$ cat config.mk
export PLATFORM = sky130hd
export DESIGN_NAME = list_arbiter
export DESIGN_NICKNAME = d
export VERILOG_FILES = /design/src/rtl/list_arbiter.sv
export SDC_FILE = /design/constraint.sdc
export NUM_CORES = 1
export LEC_CHECK = 0
export BUFFER_PORTS_ARGS = -buffer_cell sky130_fd_sc_hd__buf_2
export CAP_MARGIN = 0
export CORE_ASPECT_RATIO = 1.25
export CORE_UTILIZATION = 50
export DETAILED_ROUTE_END_ITERATION = 8
export PLACE_DENSITY_LB_ADDON = 0.15
export SYNTH_ARGS = -nofsm -noshare
export SYNTH_HDL_FRONTEND = slang
export SYNTH_SLANG_ARGS = --single-unit
$ cat constraint.sdc
create_clock -name clock -period 5 [get_ports clock]
set_input_delay 1.5 -clock clock [delete_from_list [all_inputs] [get_ports clock]]
set_output_delay 1.5 -clock clock [all_outputs]
set_load 0.02 [all_outputs]
$ cat src/rtl/list_arbiter.sv
// Round-robin arbiter granting four consumers exclusive access to one upstream
// list source; a grant is held from the first element until end-of-list.
module list_arbiter #(
    parameter int WIDTH = 8
) (
    input  logic             clock,
    input  logic             reset_n,
    input  logic             ready,
    input  logic [3:0]       c_req,
    output logic [3:0]       c_ack,
    output logic [WIDTH-1:0] c_value,
    output logic             c_value_valid,
    output logic             up_req,
    input  logic             up_ack,
    input  logic [WIDTH-1:0] up_value,
    input  logic             up_value_valid,
    output logic [3:0]       grant,
    output logic             busy,
    output logic [7:0]       elem_count,
    output logic             list_done
);

    typedef enum logic {
        IDLE = 1'b0,
        BUSY = 1'b1
    } state_t;

    state_t     r_state;
    logic [1:0] r_ptr;
    logic [3:0] r_grant;
    logic       r_busy;
    logic [7:0] r_elem_count;
    logic       r_list_done;

    logic [1:0] w_win_idx;
    logic       w_win_found;
    logic [3:0] w_win_onehot;
    logic [1:0] w_grant_idx;
    logic       w_elem_hs;
    logic       w_end_hs;

    // Search starts one past the last owner, so the last owner wins only alone.
    always_comb begin
        w_win_idx   = r_ptr;
        w_win_found = 1'b0;
        for (int unsigned i = 1; i <= 4; i++) begin
            if (!w_win_found && c_req[r_ptr + 2'(i)]) begin
                w_win_idx   = r_ptr + 2'(i);
                w_win_found = 1'b1;
            end
        end
    end

    assign w_win_onehot = 4'b0001 << w_win_idx;

    always_comb begin
        w_grant_idx = 2'd0;
        case (r_grant)
            4'b0010: w_grant_idx = 2'd1;
            4'b0100: w_grant_idx = 2'd2;
            4'b1000: w_grant_idx = 2'd3;
            default: w_grant_idx = 2'd0;
        endcase
    end

    assign w_elem_hs = (r_state == BUSY) && up_ack && up_value_valid;
    assign w_end_hs  = (r_state == BUSY) && up_ack && !up_value_valid;

    always_ff @(posedge clock or negedge reset_n) begin
        if (!reset_n) begin
            r_state      <= IDLE;
            r_ptr        <= 2'd3;
            r_grant      <= '0;
            r_busy       <= 1'b0;
            r_elem_count <= '0;
            r_list_done  <= 1'b0;
        end else if (!ready) begin
            r_state     <= IDLE;
            r_ptr       <= 2'd3;
            r_grant     <= '0;
            r_busy      <= 1'b0;
            r_list_done <= 1'b0;
        end else begin
            r_list_done <= 1'b0;
            case (r_state)
                IDLE: begin
                    if (w_win_found) begin
                        r_state      <= BUSY;
                        r_grant      <= w_win_onehot;
                        r_busy       <= 1'b1;
                        r_elem_count <= '0;
                    end
                end
                BUSY: begin
                    if (w_elem_hs && (r_elem_count != 8'hFF)) begin
                        r_elem_count <= r_elem_count + 8'd1;
                    end
                    if (w_end_hs) begin
                        r_state     <= IDLE;
                        r_grant     <= '0;
                        r_busy      <= 1'b0;
                        r_ptr       <= w_grant_idx;
                        r_list_done <= 1'b1;
                    end
                end
                default: r_state <= IDLE;
            endcase
        end
    end

    assign up_req        = (r_state == BUSY) && c_req[w_grant_idx];
    assign c_ack         = ((r_state == BUSY) && up_ack) ? r_grant : '0;
    assign c_value       = up_value;
    assign c_value_valid = up_value_valid;

    assign grant      = r_grant;
    assign busy       = r_busy;
    assign elem_count = r_elem_count;
    assign list_done  = r_list_done;

endmodule

==> impl_summary.log <==
[metrics] status: finished clean
[metrics] setup skew after layout: 0.565 ps
[metrics] ratio of total power to cell area: 239 nW/um2
[metrics] actual slew at the worst max-slew pin: 458 ps
[metrics] clock period minus final worst setup slack: 3740 ps
[metrics] distinct cell type count of the synthesized netlist: 39
[metrics] DRC violation total after the first TritonRoute iteration: 11
[metrics] Multi-input gate area: 522 um2
[metrics] cells resized by post-CTS repair: 0
[metrics] fill cell instance count of the final layout: 210
[metrics] area fraction of the dominant cell type after synthesis: 35.7%
[metrics] DP HPWL: 1790 um
[metrics] number of enable flip-flop cells after synthesis: 0
[metrics] YS warnings: 0
[metrics] power after layout: 277 uW
[metrics] Yosys top cell by area: sky130_fd_sc_hd__dfrtp_1
[metrics] final setup TNS: 0 ps
[metrics] sequential fraction of the synthesis area: 40.7%
[metrics] number of levels in the clock H-tree: 1
[metrics] Synth Area per Inst: 8.42 um2
[metrics] post-synthesis async set-or-reset flop share: 100%
[metrics] CTS tree: built
[metrics] leading post-synthesis cells by instance count: 19 x sky130_fd_sc_hd__nand2_1, 15 x sky130_fd_sc_hd__dfrtp_1, 10 x sky130_fd_sc_hd__nor2_1
[metrics] routed wire length: 2360 um
[metrics] number of slew-limit violations in the final report: 0
[metrics] Tightest Hold Check Type: flop to flop
[metrics] routed wirelength normalized by instance count: 14.4 um
[metrics] Routed Antenna Nets: 0
[metrics] compound-gate portion of the synthesized area: 19.6%
[metrics] required time at the endpoint of the critical path: 3500 ps
[metrics] static leakage: 0.607 nW
[metrics] total inserted antenna cells: 0
[metrics] Routability Congestion: 0.825
[metrics] core area: 1980 um2
[metrics] ratio of cells with drive above 1 in the final layout: 23.6%
[metrics] DR DRC count: 0
[metrics] startpoint kind of the worst setup timing path: input port
[metrics] Hold Buf Count CTS: 0
[metrics] full die area: 2290 um2
[metrics] height of the die: 53.3 um
[metrics] proportion of synthesized area in mux cells: 2.02%
[metrics] Die X-Extent: 43.0 um
[metrics] share of the clock period used by the worst path after layout: 74.8%
[metrics] per-cell via count in the routed design: 5.96
[metrics] total setup buffers inserted after CTS: 0
[metrics] top-level port count: 45
[metrics] most used flip-flop cell after synthesis: sky130_fd_sc_hd__dfrtp_1
[metrics] final setup fails: 0
[metrics] Max Buffers Root-to-Sink: 2
[metrics] register cell area after layout: 428 um2
[metrics] worst IR drop on VDD: 137 uV
[metrics] largest net degree at the start of global routing: 18
[metrics] number of storage elements in the synthesis netlist: 17
[metrics] detailed-routing iteration count for the pre-antenna-repair pass: 4
[metrics] most repeated cell in the gate-level netlist after synthesis: sky130_fd_sc_hd__nand2_1
[metrics] total via count in the routed design: 977
[metrics] adder-cell share of the synthesized area: 1.19%
[metrics] area share of xor/xnor cells in the synthesized design: 2.50%
[metrics] root buffer selected by CTS: sky130_fd_sc_hd__clkbuf_4
[metrics] count of port buffers added during placement: 28
[metrics] cells after synthesis: 125
[metrics] worst relative slew slack: 69.2%
[metrics] CTS Buf Count: 3
[metrics] type of destination of the critical path: output port
[metrics] Skew-Pair Late Insertion Delay: 280 ps
[metrics] via count of the first global-routing pass: 860
[metrics] main combinational cell family by area after synthesis: simple AND/OR/NAND/NOR gates
[metrics] Final nets: 163
[metrics] simple logic cell fraction of the synthesized area: 24.3%
[metrics] antenna violations before repair: 0
[metrics] Cell Rows: 18
[metrics] number of nets in the synthesized netlist: 143
[metrics] final number of hold-violating endpoints: 0
[metrics] count of maximum capacitance violations: 0
[metrics] layout-stage area growth over the synthesis result: 10.2%
[metrics] residual overflow from global routing: 0
[metrics] category of the most critical setup path: input port to output port
[metrics] TritonCTS Sinks: 17
[metrics] Max FO, Critical Path: 5
[metrics] global-route wire length before repair: 3770 um
[metrics] effective utilization at floorplan: 53.1%
[metrics] unrepaired setup endpoints after global routing: no
[metrics] Reg clk slew, reported paths: 100 ps
[metrics] maximum clock rate: 0.267 GHz
[metrics] WP data arrival: 2240 ps
[metrics] GRT Resource Usage Total: 22.3%
[metrics] post-synthesis instance area: 1050 um2
[metrics] synth top area cells: sky130_fd_sc_hd__dfrtp_1 36%, sky130_fd_sc_hd__nand2_1 6.8%, sky130_fd_sc_hd__buf_4 6.4%
[critical path, stage by stage]
cell,delay (ps)
sky130_fd_sc_hd__buf_2,130
sky130_fd_sc_hd__and4b_1,200
sky130_fd_sc_hd__o31a_1,260
sky130_fd_sc_hd__buf_2,150
[final timing paths]
| check | start | endpoint | slack, ps | cells after the start |
|---|---|---|---|---|
| setup / recovery | c_req[1] | up_req | 1260 | 4 |
| hold / removal | busy | busy | 490 | 2 |
| setup reg to reg | elem_count[0] | elem_count[7] | 3010 | 6 |
| hold reg to reg | busy | busy | 490 | 2 |
| max in group asynchronous | reset_n | r_ptr[1] | 3550 | 1 |
| min in group asynchronous | reset_n | elem_count[1] | 1130 | 1 |
[power breakdown]
| part | leakage (nW) | switching, mW | total, mW | internal [mW] |
|---|---|---|---|---|
| clock | 0.0150 | 0.0414 | 0.0723 | 0.0309 |
| combinational | 0.367 | 0.0327 | 0.0523 | 0.0196 |
| sequential | 0.225 | 0.00916 | 0.153 | 0.143 |
| total | 0.607 | 0.0833 | 0.277 | 0.194 |
[stage by stage]
stage | util [%] | worst slack [ps] | area (um2) | cells | hold slack [ps]
after floorplan | - | 1480 | 1050 | 125 | 502
after global placement | 57.2 | 1280 | 1130 | 160 | 459
after detailed placement | 57.2 | 1260 | 1130 | 160 | 464
after CTS | 58.5 | 1260 | 1160 | 164 | 488
after global routing | 58.5 | 1230 | 1160 | 164 | 519
final | 58.5 | 1260 | 1160 | 164 | 487
[area by class of cell]
type	instances	area share, %
tap	20	2.16
inverter	5	1.62
multi-input combinational	90	45.0
sequential	17	36.9
clock buffer	4	2.27
timing repair buffer	28	12.1
[layout by cell type (no fill, tap or decap), types with 2 or more instances in the layout]
| cell type | synthesis | layout |
|---|---|---|
| sky130_fd_sc_hd__and3_1 | 5 | 5 |
| sky130_fd_sc_hd__nand2_1 | 19 | 19 |
| sky130_fd_sc_hd__a22o_1 | 3 | 3 |
| sky130_fd_sc_hd__or3_1 | 4 | 4 |
| sky130_fd_sc_hd__nor2_1 | 10 | 10 |
| sky130_fd_sc_hd__a31oi_1 | 3 | 3 |
| sky130_fd_sc_hd__buf_2 | 1 | 28 |
| sky130_fd_sc_hd__nor2b_1 | 3 | 3 |
| sky130_fd_sc_hd__inv_1 | 5 | 5 |
| sky130_fd_sc_hd__nand3_1 | 3 | 3 |
| sky130_fd_sc_hd__xnor2_1 | 2 | 2 |
| sky130_fd_sc_hd__o211ai_1 | 2 | 2 |
| sky130_fd_sc_hd__clkbuf_4 | 0 | 3 |
| sky130_fd_sc_hd__o21ai_0 | 7 | 7 |
| sky130_fd_sc_hd__o31ai_1 | 2 | 2 |
| sky130_fd_sc_hd__dfrtp_1 | 15 | 15 |
| sky130_fd_sc_hd__a21oi_1 | 7 | 7 |
| sky130_fd_sc_hd__dfstp_2 | 2 | 2 |
[metal layers]
layer  share of wire, %  GRT usage, %  wire, um
met1                 41          25.9       970
met2                 53          40.4      1260
met3                2.8          2.73        65
met4                2.6          10.1        62
met5                  0             0         0
[logic make-up (layout without fill, tap and decap cells)]
logic type	count (synthesis)	in the layout
compound gates	32	32
xor+xnor	3	3
fa+ha+maj	1	1
buf+inv	18	37
flops	17	17
mux	2	2
simple gates	52	52
[state kept, by name, indices dropped and copies added, names as in the netlist]
signal and flops:
list_done 1, elem_count 8, r_state 1, busy 1, r_ptr 2, grant 4
Note: power is estimated with default switching activity, not from simulation.
